--- config.mk ---
export PLATFORM = sky130hd
export DESIGN_NAME = codes_rr_arb4
export DESIGN_NICKNAME = d
export VERILOG_FILES = /design/src/rtl/codes_rr_arb4.sv
export SDC_FILE = /design/constraint.sdc
export NUM_CORES = 1
export LEC_CHECK = 0
export CAP_MARGIN = 30
export CORE_MARGIN = 1.5
export CORE_UTILIZATION = 50
export DETAILED_ROUTE_END_ITERATION = 10
export MAX_ROUTING_LAYER = met4
export PLACE_DENSITY = 0.75
export RECOVER_POWER = 25
export SLEW_MARGIN = 20
export SYNTH_ARGS = -nofsm -noshare
export SYNTH_HDL_FRONTEND = slang
export SYNTH_SLANG_ARGS = --single-unit
--- constraint.sdc ---
create_clock -name clk -period 2.5 [get_ports clk]
set_input_delay 0.375 -clock clk [delete_from_list [all_inputs] [get_ports clk]]
set_output_delay 0.375 -clock clk [all_outputs]
set_load 0.02 [all_outputs]
--- src/rtl/codes_rr_arb4.sv ---
// 4-requester round-robin arbiter with a bounded hold time and registered one-hot/encoded grant.
// Optional build macro CODES_ARB_LOCK_EN adds a lock input that suppresses forced release.
module codes_rr_arb4 #(
    parameter int MAX_HOLD = 8
) (
    input  logic       clk,
    input  logic       reset,
    input  logic [3:0] req,
`ifdef CODES_ARB_LOCK_EN
    input  logic       lock,
`endif
    output logic [3:0] grant,
    output logic [1:0] grant_idx,
    output logic       grant_val
);

    typedef enum logic {
        ST_IDLE  = 1'b0,
        ST_GRANT = 1'b1
    } state_t;

    localparam bit         HOLD_EN   = (MAX_HOLD != 0);
    localparam logic [7:0] HOLD_LAST = (MAX_HOLD == 0) ? 8'd0 : 8'(MAX_HOLD - 1);

    state_t     r_state;
    logic [1:0] r_h;
    logic [1:0] r_ptr;
    logic [7:0] r_cnt;
    logic [3:0] r_grant;
    logic [1:0] r_grant_idx;
    logic       r_grant_val;

    state_t     w_state_nxt;
    logic [1:0] w_h_nxt;
    logic [1:0] w_ptr_nxt;
    logic [7:0] w_cnt_nxt;
    logic [3:0] w_others;
    logic [2:0] w_pick_idle;
    logic [2:0] w_pick_rel;
    logic       w_lock;
    logic       w_forced;
    logic       w_release;

    // Returns {found, index} of the first set bit scanning circularly from start.
    function automatic logic [2:0] f_pick(input logic [3:0] r, input logic [1:0] start);
        logic [2:0] res;
        logic [1:0] k;
        res = 3'b000;
        for (int i = 0; i < 4; i++) begin
            k = start + 2'(i);
            if (!res[2] && r[k]) begin
                res = {1'b1, k};
            end
        end
        return res;
    endfunction

`ifdef CODES_ARB_LOCK_EN
    assign w_lock = lock;
`else
    assign w_lock = 1'b0;
`endif

    assign w_others    = req & ~(4'b0001 << r_h);
    assign w_pick_idle = f_pick(req, r_ptr);
    assign w_pick_rel  = f_pick(w_others, r_h + 2'd1);
    assign w_forced    = HOLD_EN && (r_cnt == HOLD_LAST) && (w_others != 4'b0000) && !w_lock;
    assign w_release   = !req[r_h] || w_forced;

    always_comb begin
        w_state_nxt = r_state;
        w_h_nxt     = r_h;
        w_ptr_nxt   = r_ptr;
        w_cnt_nxt   = r_cnt;
        case (r_state)
            ST_IDLE: begin
                if (req != 4'b0000) begin
                    w_state_nxt = ST_GRANT;
                    w_h_nxt     = w_pick_idle[1:0];
                    w_cnt_nxt   = 8'd0;
                end
            end
            ST_GRANT: begin
                if (w_release) begin
                    // Hand off in the same edge when someone else is waiting.
                    w_ptr_nxt = r_h + 2'd1;
                    w_cnt_nxt = 8'd0;
                    if (w_pick_rel[2]) begin
                        w_h_nxt = w_pick_rel[1:0];
                    end else begin
                        w_state_nxt = ST_IDLE;
                    end
                end else if (w_lock) begin
                    w_cnt_nxt = r_cnt;
                end else if (HOLD_EN && (w_others == 4'b0000)) begin
                    // Uncontested holder parks at the preemption threshold.
                    w_cnt_nxt = (r_cnt >= HOLD_LAST) ? HOLD_LAST : r_cnt + 8'd1;
                end else begin
                    w_cnt_nxt = (r_cnt == 8'hFF) ? r_cnt : r_cnt + 8'd1;
                end
            end
            default: begin
                w_state_nxt = ST_IDLE;
            end
        endcase
    end

    always_ff @(posedge clk or negedge reset) begin
        if (!reset) begin
            r_state     <= ST_IDLE;
            r_h         <= 2'd0;
            r_ptr       <= 2'd0;
            r_cnt       <= 8'd0;
            r_grant     <= 4'b0000;
            r_grant_idx <= 2'd0;
            r_grant_val <= 1'b0;
        end else begin
            r_state <= w_state_nxt;
            r_h     <= w_h_nxt;
            r_ptr   <= w_ptr_nxt;
            r_cnt   <= w_cnt_nxt;
            if (w_state_nxt == ST_GRANT) begin
                r_grant     <= 4'b0001 << w_h_nxt;
                r_grant_idx <= w_h_nxt;
                r_grant_val <= 1'b1;
            end else begin
                r_grant     <= 4'b0000;
                r_grant_idx <= 2'd0;
                r_grant_val <= 1'b0;
            end
        end
    end

    assign grant     = r_grant;
    assign grant_idx = r_grant_idx;
    assign grant_val = r_grant_val;

endmodule
# == After elaboration in Yosys (flattened, before gate mapping) ==
# Index checks and enable logic that the tools add are counted.
# Widths: inputs -> output; s select.
# totals
register_bits,20
inputBits,6
out_inout_bits,7
word_cells,97
# classes
add_sub_neg,8
order_cmp,10
n_eq_ne,4
n_shift,2
mux,43
bitwise,3
reduce_logical,20
# op_table
operator,n
$mux 8,5
$lt 2x3->1 const B,9
$mux 3,7
$bmux 1 s2,9
$pmux 8 s2,1
$mux 1,13
$mux 2,5
$add 2x2->2 const B,4
$add 8x1->8 const B,1
$eq 8x3->1 const B,1
$eq 8x8->1 const B,1
$ge 8x3->1 const B,1
$reduce_bool 4->1,2
$shl 1x2->4 const A,2
$logic_and 1x1->1,7
$logic_not 1->1,7
$add 2x1->2 const B,3
$and 4x4->4,1
$logic_not 4->1,1
$mux 4,1
$ne 4x4->1 const B,1
$not 4->4,1
$pmux 2 s2,1
$reduce_and 2->1,2
other kinds (4),4

# == Longest topological paths before layout ==
# logic_depth
depth_word,20
depth_mapped,10
ltp_nobuf,10

# == Worst setup path before layout ==
# Ideal clock, no wire load.
# synth_path
path_type,reg-to-reg
startpoint,reg r_h[0]
endpoint,reg r_grant[1] (netlist: grant[1])
setup_time_ns,0.120
t_arrival_ns,2.437
t_required_ns,2.380
setup_slack_ns,-0.056
stages_incl_launch_ff,10
n_path_buf,1
synth_period_minus_slack_ns,2.556
path_cell_list,dfrtp_1 > clkinv_1 > ha_1 > clkbuf_1 > mux4_2 > a21oi_1 > nor2_1 > xnor2_1 > o2bb2ai_1 > and3_1
# synth_via
elab_chain_cells,20
word_cells_on_any_way,40
classes_between,add/sub: 4; shift: 2; mux: 22; bitwise: 2; reduce/logical: 10
# synth_rtl
element,line,source
"start, declared",26,logic [1:0] r_h;
"start signal, assigned",119,r_h <= w_h_nxt;
branches (longest 17 deep; another with $add 2x1->2),-,
$pmux 2 s2 *,75,case (r_state)
named net w_h_nxt[0],34,logic [1:0] w_h_nxt;
$shl 1x2->4 *,123,r_grant <= 4'b0001 << w_h_nxt;
$mux 4 *,122,if (w_state_nxt == ST_GRANT) begin
"end signal, assigned",123,
"end, declared",29,logic [3:0] r_grant;
# Mark *: on every way through the listed nets, which the timed path passes. The select of a mux whose other input is x is not followed.
# A chain may end at the register's enable or synchronous reset.

# == Final worst setup path ==
# layout_path
startpoint,in req[3]
endpoint,reg r_grant[3] (netlist: grant[3])
# layout_via
elab_chain_cells,18
word_cells_on_any_way,54
classes_between,shift: 1; mux: 35; bitwise: 1; reduce/logical: 17
# layout_rtl
element,line,source
"start, declared",8,"input logic [3:0] req,"
$and 4x4->4,64,assign w_others = req & ~(4'b0001 << r_h);
$bmux 1 s2,51,if (!res[2] && r[k]) begin
$mux 1 (implied by the code),51,
$mux 3,51,
$logic_not 1->1,51,
$logic_and 1x1->1,51,
$mux 3,51,
$logic_not 1->1,51,
[3 not listed],-,
$logic_and 1x1->1,51,
$mux 3,51,
$mux 2,88,if (w_pick_rel[2]) begin
$mux 2,84,if (w_release) begin
$pmux 2 s2 *,75,
named net w_h_nxt[1],34,
$shl 1x2->4 *,123,
$mux 4 *,122,
# Mark *: on every way through the listed nets, which the timed path passes. The rest lies on a longest branch. The select of a mux whose other input is x is not followed.

==> flow_metrics.py <==
metrics = {
    "run_status": {
        "status": "completed",
    },
    "global_routing": {
        "grt_pass1_vias": 1114,
        "met2_usage": 0.376,
        "use_met3": 0.0222,
        "gr-total-overflow": 0,
        "grt_pass1_wl_mm": 4.93,
        "antenna_found_initial": 0,
        "track_usage": 0.243,
        "met1_usage": 0.323,
        "grt_max_degree": 20,
        "grt.busiest_layer": "met2",
    },
    "setup_path": {
        "worst-path-max-fanout": 11,
        "crit_path_end": "grant[3]$_DFF_PN0_",
        "setup.worst_path.class": "in -> reg",
        "r2r_end": "grant[3]$_DFF_PN0_",
        "crit_path_start": "req[3]",
        "start_kind": "input port",
        "r2r-start": "r_h[1]$_DFF_PN0_",
        "crit_required_ps": 2730,
        "crit_top_cell": "inv_1",
        "cp.arrival_ps": 2520,
        "slowest_delay_ps": 560,
        "crit_chain": "clkdlybuf4s50_1, mux4_2, inv_1, a31oi_2, buf_4, o211ai_1, nand2_1, a31o_2, inv_1, and3_1",
        "reg2regPathDepth": 9,
        "crit_slowest_cell": "clkdlybuf4s50_1",
        "regToRegSetupSlack_ps": 220,
        "endpoint_kind": "flop",
    },
    "pwr": {
        "peakVddDrop_uv": 1040,
        "power_density_nw_per_um2": 1170,
        "p_leak_nw": 0.682,
    },
    "sta": {
        "clock_skew_ps": 1.64,
        "rsz0062_at_grt": "false",
        "holdWs_ps": 534,
        "finalSetupViolations": 0,
        "final_hold_viol_count": 0,
        "relSlewSlack": 0.456,
        "finalCriticalPeriod_ps": 2290,
        "period_share": 0.915,
        "slew_viol_final": 0,
        "fmax_mhz": 437,
        "setup-tns-final_ps": 0,
        "tightest_slew_ps": 813,
    },
    "placement": {
        "hpwl_mm": 2.17,
        "port_buffers": 12,
        "dpl_cell_area_um2": 1540,
        "place.gp.congestion": 0.903,
    },
    "floorplan": {
        "core-area_um2": 2480,
        "initial_utilization": 0.524,
        "fp.dieH_um": 54.0,
        "fp-row-count": 18,
        "ios": 13,
        "die_area_um2": 2910,
        "die_w_um": 54.0,
    },
    "flow_run": {
        "timing.max_cap.violations": 0,
    },
    "logic_synthesis": {
        "synthDistinctLibCells": 42,
        "ys_warn_count": 0,
        "syn-num-nets": 156,
        "synth_edf_count": 0,
        "synth_ff_type": "dfrtp_1",
        "yosysSeqAreaShare": 0.366,
        "synthArstFlopShare": 1.00,
        "synth_area_um2": 1300,
        "syn_inst": 145,
        "synth_seq_cells": 19,
        "syn_area_per_cell_um2": 8.96,
    },
    "routing": {
        "drtIter0Drc": 32,
        "via_per_inst": 5.90,
        "dr.pass1.iters": 4,
        "wl_per_cell_um": 14.3,
        "dr_total_vias": 1174,
        "drc": 0,
        "ant_nets": 0,
        "wirelength_mm": 2.85,
    },
    "finish": {
        "fill_cells": 209,
        "fin_util": 0.637,
        "final_area_um2": 1580,
        "diodes": 0,
        "drive_gt1_frac": 0.183,
        "finalNetCount": 181,
        "area.growth.synth_to_final_pct": 21.5,
    },
    "clock_network": {
        "clk_latency_ps": 290,
        "cts_made_buffers": 3,
        "clock_sinks": 19,
        "cts_setup_buffers": 0,
        "cts_tree": "done",
        "clkTransAtPathRegs_ps": 100,
        "clockBufferDepth": 2,
        "root_buffer": "clkbuf_4",
        "htree_levels": 1,
    },
    "min_path": {
        "hold_path_class": "reg -> reg",
    },
}
[cell families (layout without fill, tap and decap cells)]
kind of cell,after synthesis,count (layout),synth area share
muxes,7,7,0.0935
xor gates and xnor gates,1,1,0.00674
DFF,19,19,0.366
and+or+nand+nor,56,56,0.226
adders and majority gates,5,5,0.0482
AOI/OAI and AO/OA,42,42,0.212
buffers and inverters,15,39,0.0472
[routing by layer]
layer | wire [um] | vias up
li1 | - | 583
met1 | 1290 | 555
met2 | 1390 | 30
met3 | 113 | 6
met4 | 58 | 0
met5 | 0 | -
[metrics by stage]
stage	setup slack (ps)	cells	total power, mW
after floorplan	59.8	145	1.28
after CTS	122	199	1.83
after detailed placement	-87.4	195	1.67
final	212	199	1.85
after global routing	57.2	199	1.99
after global placement	-37.7	195	1.63
[power breakdown]
group / leakage (nW) / switching, mW / internal, mW
combinational: 0.427 / 0.620 / 0.576
sequential: 0.240 / 0.0833 / 0.416
clock: 0.0150 / 0.0885 / 0.0622
total: 0.682 / 0.792 / 1.05
[flip-flops by register name, indices dropped and copies added, names as in the netlist]
name / flops
grant: 4
grant_val: 1
r_h: 2
r_cnt: 8
grant_idx: 2
r_ptr: 2
[layout make-up]
cell class                 count  area (um^2)  share of cell area
timing repair buffer          27          233               0.148
inverter                       8         30.0              0.0190
tap                           30         37.5              0.0238
multi-input combinational    111          776               0.492
clock buffer                   4         26.3              0.0167
sequential                    19          475               0.301
[synthesized netlist by cell type, types with 3 or more instances]
library cell | instances | area share
a21oi_1 | 9 | 0.035
clkbuf_1 | 3 | 0.0087
nor2_1 | 15 | 0.043
nand4_1 | 3 | 0.014
a31oi_1 | 3 | 0.014
o21ai_0 | 11 | 0.042
o31ai_1 | 3 | 0.017
nor2b_1 | 4 | 0.019
dfrtp_1 | 19 | 0.37
nand2_1 | 9 | 0.026
and2_1 | 3 | 0.014
nand2b_1 | 4 | 0.019
a21o_1 | 3 | 0.017
mux4_2 | 4 | 0.069
buf_2 | 4 | 0.015
inv_1 | 7 | 0.020
ha_1 | 5 | 0.048
nor3_1 | 6 | 0.023
[critical path, delay by kind of cell]
kind / cells / cell delay [ps]
buf+inv: 4 / 910
mux: 1 / 540
compound gates: 3 / 450
simple gates: 2 / 250
[worst min-delay path by stage]
stage	from	to	slack, ps	cells after the start
2_1_floorplan	reset	grant[0]$_DFF_PN0_	80	0
3_3_place_gp	r_cnt[1]$_DFFE_PN0P_	r_cnt[1]$_DFFE_PN0P_	490	2
3_5_place_dp	r_cnt[1]$_DFFE_PN0P_	r_cnt[1]$_DFFE_PN0P_	510	2
4_1_cts	r_cnt[1]$_DFFE_PN0P_	r_cnt[1]$_DFFE_PN0P_	530	2
5_1_grt	r_cnt[1]$_DFFE_PN0P_	r_cnt[1]$_DFFE_PN0P_	550	2
6_report	r_cnt[1]$_DFFE_PN0P_	r_cnt[1]$_DFFE_PN0P_	530	2
[what timing repair did]
item                       4_1_cts  5_1_grt
setup endpoints to repair        0        4
gates resized for setup          0        3
hold buffers                     0        0
[layout by cell type (no fill, tap or decap), types with 5 or more instances in the layout]
cell type        Yosys  routed
inv_1                7       7
buf_4                0      15
nor2_1              15      15
nor3_1               6       6
ha_1                 5       5
a21oi_1              9       9
dfrtp_1             19      19
nand2_1              9       9
clkdlybuf4s50_1      0      11
o21ai_0             11      11
Note: power is estimated with default switching activity, not from simulation.
